$ cat config.mk
export PLATFORM = sky130hd
export DESIGN_NAME = move_scheduler
export DESIGN_NICKNAME = d
export VERILOG_FILES = /design/src/rtl/move_scheduler.sv
export SDC_FILE = /design/constraint.sdc
export NUM_CORES = 1
export LEC_CHECK = 0
export ABC_AREA = 1
export CAP_MARGIN = 20
export CORE_MARGIN = 2
export CORE_UTILIZATION = 31
export DETAILED_ROUTE_END_ITERATION = 6
export SLEW_MARGIN = 20
export SYNTH_ARGS = -nofsm -noshare
export SYNTH_HDL_FRONTEND = slang
export SYNTH_SLANG_ARGS = --single-unit
$ cat constraint.sdc
create_clock -name clock -period 5.18 [get_ports clock]
set_clock_uncertainty 0.2 [all_clocks]
set_input_delay 1.036 -clock clock [delete_from_list [all_inputs] [get_ports clock]]
set_output_delay 1.036 -clock clock [all_outputs]
set_load 0.02 [all_outputs]
$ cat src/rtl/move_scheduler.sv
// move_scheduler: buffers motion commands in a small FIFO and turns each one
// into a train of step pulses with a direction setup window, reporting
// completion, aborts and buffer space back to the command side.
module move_scheduler #(
    parameter int DEPTH     = 4,
    parameter int CNT_W     = 32,
    parameter int PER_W     = 16,
    parameter int PULSE_W   = 8,
    parameter int DIR_SETUP = 4
) (
    input  logic                   clock,
    input  logic                   resetn,
    input  logic                   cmd_valid,
    output logic                   cmd_ready,
    input  logic                   cmd_dir,
    input  logic [CNT_W-1:0]       cmd_steps,
    input  logic [PER_W-1:0]       cmd_period,
    input  logic                   halt,
    output logic                   step,
    output logic                   dir,
    output logic                   busy,
    output logic                   move_done,
    output logic                   aborted,
    output logic                   buffer_dtr,
    output logic [$clog2(DEPTH):0] fifo_count
);

    localparam int AW = $clog2(DEPTH);
    localparam int CW = PER_W + 1;
    localparam logic [AW:0] FULL_CNT = (AW+1)'(DEPTH);
    localparam logic [AW:0] ONE_CNT  = (AW+1)'(1);

    typedef enum logic [1:0] {IDLE, SETUP, HIGH, LOW} state_t;

    state_t            state;
    logic [AW-1:0]     wr_ptr;
    logic [AW-1:0]     rd_ptr;
    logic              mem_dir    [DEPTH];
    logic [CNT_W-1:0]  mem_steps  [DEPTH];
    logic [PER_W-1:0]  mem_period [DEPTH];
    logic              full;
    logic              empty;
    logic              push;
    logic              pop;
    logic [AW:0]       count_next;
    logic              head_dir;
    logic [CNT_W-1:0]  head_steps;
    logic [PER_W-1:0]  head_period;
    logic [CNT_W-1:0]  steps_left;
    logic [CW-1:0]     low_len;
    logic [CW-1:0]     cnt;

    // Low time of a step: the period minus the pulse, never less than one
    // cycle, so a short period stretches to PULSE_W+1 cycles per step.
    function automatic logic [CW-1:0] low_cycles(input logic [PER_W-1:0] period);
        logic [CW-1:0] p;
        p = {1'b0, period};
        if (p <= CW'(PULSE_W)) return CW'(1);
        return p - CW'(PULSE_W);
    endfunction

    assign full        = (fifo_count == FULL_CNT);
    assign empty       = (fifo_count == '0);
    assign cmd_ready   = ~full & ~halt;
    assign push        = cmd_valid & cmd_ready;
    assign pop         = (state == IDLE) & ~empty & ~halt;
    assign head_dir    = mem_dir[rd_ptr];
    assign head_steps  = mem_steps[rd_ptr];
    assign head_period = mem_period[rd_ptr];

    // Next occupancy: halt flushes, simultaneous push and pop cancel out.
    always_comb begin
        count_next = fifo_count;
        if (halt) begin
            count_next = '0;
        end else if (push && !pop) begin
            count_next = fifo_count + ONE_CNT;
        end else if (pop && !push) begin
            count_next = fifo_count - ONE_CNT;
        end
    end

    // Command storage; contents are only meaningful below the occupancy count.
    always_ff @(posedge clock) begin
        if (push) begin
            mem_dir[wr_ptr]    <= cmd_dir;
            mem_steps[wr_ptr]  <= cmd_steps;
            mem_period[wr_ptr] <= cmd_period;
        end
    end

    // FIFO pointers, occupancy and the registered buffer-space flag.
    always_ff @(posedge clock) begin
        if (!resetn) begin
            wr_ptr     <= '0;
            rd_ptr     <= '0;
            fifo_count <= '0;
            buffer_dtr <= 1'b1;
        end else begin
            if (halt) begin
                wr_ptr <= '0;
                rd_ptr <= '0;
            end else begin
                if (push) wr_ptr <= wr_ptr + AW'(1);
                if (pop)  rd_ptr <= rd_ptr + AW'(1);
            end
            fifo_count <= count_next;
            buffer_dtr <= (count_next != FULL_CNT);
        end
    end

    // Step sequencer: pops a command in IDLE, optionally waits out the
    // direction setup, then alternates high and low phases per step.
    always_ff @(posedge clock) begin
        if (!resetn) begin
            state      <= IDLE;
            step       <= 1'b0;
            dir        <= 1'b0;
            busy       <= 1'b0;
            move_done  <= 1'b0;
            aborted    <= 1'b0;
            cnt        <= '0;
            steps_left <= '0;
            low_len    <= '0;
        end else begin
            move_done <= 1'b0;
            aborted   <= 1'b0;
            if (halt) begin
                aborted <= (state != IDLE);
                state   <= IDLE;
                step    <= 1'b0;
                busy    <= 1'b0;
            end else begin
                case (state)
                    IDLE: begin
                        if (pop) begin
                            steps_left <= head_steps;
                            low_len    <= low_cycles(head_period);
                            if (head_steps == '0) begin
                                move_done <= 1'b1;
                            end else if (head_dir != dir) begin
                                dir   <= head_dir;
                                state <= SETUP;
                                busy  <= 1'b1;
                                cnt   <= CW'(DIR_SETUP);
                            end else begin
                                state <= HIGH;
                                step  <= 1'b1;
                                busy  <= 1'b1;
                                cnt   <= CW'(PULSE_W);
                            end
                        end
                    end
                    SETUP: begin
                        if (cnt == CW'(1)) begin
                            state <= HIGH;
                            step  <= 1'b1;
                            cnt   <= CW'(PULSE_W);
                        end else begin
                            cnt <= cnt - CW'(1);
                        end
                    end
                    HIGH: begin
                        if (cnt == CW'(1)) begin
                            state <= LOW;
                            step  <= 1'b0;
                            cnt   <= low_len;
                        end else begin
                            cnt <= cnt - CW'(1);
                        end
                    end
                    LOW: begin
                        if (cnt == CW'(1)) begin
                            if (steps_left == CNT_W'(1)) begin
                                steps_left <= '0;
                                move_done  <= 1'b1;
                                state      <= IDLE;
                                busy       <= 1'b0;
                            end else begin
                                steps_left <= steps_left - CNT_W'(1);
                                state      <= HIGH;
                                step       <= 1'b1;
                                cnt        <= CW'(PULSE_W);
                            end
                        end else begin
                            cnt <= cnt - CW'(1);
                        end
                    end
                    default: state <= IDLE;
                endcase
            end
        end
    end

endmodule

==> flow_summary.ini <==
[drt]
post_drt_wl_per_cell_um = 15.82
wl_met3_mm = 1.762
first_pass_iters = 7
vias = 9916
drc_errors = 0
drtAntennaViolNets = 0
routed_wl_mm = 32.73
dr.max_layer_used = met4
first_iter_violations = 757
avgViaCountPerCell = 4.795
dr_wl_met2_mm = 14.80
wl_met1_mm = 15.35

[worst_setup_path]
crit_buf_inv = 2
reg2reg_depth = 14
critPathMaxFanout = 4
worst_path_dominant_cell_family = buffers and inverters
cpPeakStageDelay_ps = 630
path_class = in2out
cp_slowest_cell = clkdlybuf4s50_1
cp-start-kind = input port
path_cells = clkdlybuf4s50_1 > a21oi_1 > clkdlybuf4s50_1
r2r_end = steps_left[10]$_SDFFE_PN0P_
crit_required_ps = 3940
crit_top_cell = clkdlybuf4s50_1
arrival_ps = 2330
crit_path_end_kind = primary output
r2r_slack_ps = 1620
r2r_start = state[0]$_SDFFE_PP0P_

[power_and_ir_drop]
p_per_area_nw_per_um2 = 357.0
power.leakage_nw = 5.825
total_power_mw = 5.437
ir_drop_uv = 281.1

[timing]
post-route-period-util_pct = 68.92
drv_slew = 0
fin_ws_ps = 1610
setup-violations-final = 0
grt_setup_unrepaired = false
finalSetupTns_ps = 0
relSlewSlack_pct = 30.42
worst_slew_pin_slew_ps = 1040
min_period_ps = 3570
hold_viol_final = 0
max_freq_mhz = 280.1

[clocking]
root_buffer = clkbuf_16
clkSinkCount = 279
cts_tree = built
cts.clk_slew.worst_paths_ps = 60
cts_buffers = 30
ctsResizeCount = 0
h-tree-depth = 1
post-cts-setup-buffers = 0
clk_path_buf_depth = 3
hold_buffers = 0
clk_latency_ps = 590

[die]
rows = 75
die_h_um = 210.0
io_pins = 63
core_area_um2 = 41950
start_util_pct = 31.37
die_w_um = 210.0
dieArea_um2 = 44110

[layout]
final_cells = 2068
antenna-diode-count = 0
area_growth_pct = 15.75
post-route-util_pct = 36.31
nNetsFinal = 1576
layout-drive-gt1-share_pct = 7.652

[yosys]
yosys.cell_types.count = 42
synth_edf_count = 196
synth.avg_cell_area_um2 = 9.024
yosys_warnings = 0
synth_nets = 1528
syn_inst = 1458
synth_ff_type = edfxtp_1
syn_area_um2 = 13160
synth_seq_cells = 279
seq_area_frac_synth_pct = 57.36
async_flop_share_pct = 0

[grt]
grt_pass1_vias = 9461
grt-ovfl-total = 0
grtUsageTotal_pct = 14.63
grt_pass1_wl_mm = 51.62
grt_max_degree = 60
antenna_found_initial = 0

[place]
numPortBuffers = 62
finalWeightedCongestion = 0.8883
dpl_worst_slack_ps = 1166
dp.cells = 2013
hpwl_mm = 21.38

[run]
maxCapViolCount = 0

[worst_hold_path]
hold_class = reg2reg
hp-start = cnt[1]$_SDFFE_PN0P_
min_to = cnt[1]$_SDFFE_PN0P_
hold_depth = 2

[status]
outcome = completed
metrics by stage:
stage / cell area, um2 / hold WS [ps]
6_report: 15230 / 269.6
5_1_grt: 15230 / 287.5
4_1_cts: 15230 / 273.4
3_5_place_dp: 14240 / 263.5
3_3_place_gp: 14220 / 253.0
2_1_floorplan: 13160 / 243.8
worst max-delay path by stage:
stage	slack, ps	depth (start not counted)	from	end
final	1610	3	halt	cmd_ready
after global routing	1320	14	state[0]$_SDFFE_PP0P_	steps_left[10]$_SDFFE_PN0P_
after CTS	1590	3	halt	cmd_ready
after detailed placement	1170	12	halt	steps_left[10]$_SDFFE_PN0P_
after global placement	1200	12	halt	steps_left[10]$_SDFFE_PN0P_
after floorplan	700	3	halt	mem_dir[0]$_DFFE_PP_
synthesized netlist by cell type (all sizes together), types with 2 or more instances:
cell	number	area [um2]
nand3b	4	30.03
nand2	432	1669
clkbuf	15	56.30
buf	46	312.8
nor3	12	60.06
edfxtp	196	5886
nor2	148	605.6
a21oi	77	419.2
inv	105	394.1
o22ai	12	75.07
a31oi	20	125.1
o21bai	2	15.01
o21ai	75	375.4
dfxtp	83	1662
ha	17	212.7
xnor2	6	52.55
or2	3	18.77
o211ai	2	15.01
xor2	22	200.2
nand4	26	162.7
nand3	148	763.2
cell usage in the layout (no fill, tap or decap), types with 2 or more instances in the layout:
cell | Yosys | routed
nor2_2 | 8 | 8
nand2_1 | 415 | 415
clkinv_2 | 0 | 6
ha_1 | 17 | 17
clkinv_1 | 1 | 9
o22ai_1 | 12 | 12
o21ai_0 | 70 | 70
clkbuf_1 | 15 | 5
nand2_2 | 16 | 16
nor3_1 | 12 | 12
inv_1 | 97 | 97
o21ai_1 | 5 | 5
o21bai_1 | 2 | 2
bufinv_16 | 0 | 4
nand3b_1 | 4 | 4
edfxtp_1 | 196 | 196
nand4_1 | 26 | 26
dfxtp_1 | 83 | 81
or2_2 | 3 | 3
dfxtp_2 | 0 | 2
a21oi_2 | 9 | 9
xnor2_1 | 6 | 6
a21oi_1 | 68 | 68
xor2_1 | 21 | 21
a31oi_1 | 20 | 20
clkdlybuf4s50_1 | 0 | 62
nand3_1 | 145 | 145
nand3_2 | 2 | 2
o211ai_1 | 2 | 2
clkbuf_16 | 0 | 30
nor2_4 | 4 | 8
nor2_1 | 136 | 132
buf_4 | 7 | 14
inv_2 | 8 | 8
sequential cells by signal (all words and copies together), names as in the netlist, 2 cells and up, named ones only:
name        cells
rd_ptr          2
mem_steps     128
steps_left     32
mem_dir         4
low_len        17
state           2
cnt            17
fifo_count      3
mem_period     64
wr_ptr          2
worst reg2reg max path, stage by stage, from the launching register on:
cell and delay (ps):
dfxtp_1 340, inv_1 130, ha_1 470, inv_2 170, nor2_1 180, nand2_2 230
nand2_1 180, nand2_1 100, nor2_1 100, nand2_1 480, inv_2 570, nor2_1 90
nor2_1 90, o21ai_0 90, inv_1 80
power by group:
group          internal, mW  switching (mW)  leakage, nW
clock network          1.26           0.868        0.484
logic                 0.279           0.521         2.89
registers              2.46          0.0524         2.45
total                  3.99            1.44         5.82
kinds of logic after synthesis:
group,synth area share [%]
flip-flops,57.36
XOR/XNOR,1.921
adder cells (fa/ha/maj),1.617
AO/OA/AOI/OAI,8.026
buffers and inverters,5.829
AND/OR/NAND/NOR,25.25
metal layers:
| metal | track usage, % | vias up |
|---|---|---|
| met4 | 3.913 | 0 |
| met1 | 20.53 | 4569 |
| met5 | 0 | - |
| met3 | 1.907 | 54 |
| met2 | 23.85 | 284 |
| li1 | - | 5009 |
layout make-up:
| class | count | area (um2) |
|---|---|---|
| clock buffers | 35 | 769.5 |
| clock inverters | 20 | 219.0 |
| fillers | 4195 | 26720 |
| inverters | 106 | 397.9 |
| multi-input cells | 1012 | 4873 |
| flip-flops and latches | 279 | 7550 |
| well taps | 539 | 674.4 |
| repair buffers | 77 | 745.7 |
Power figures use the tool's default switching activity.
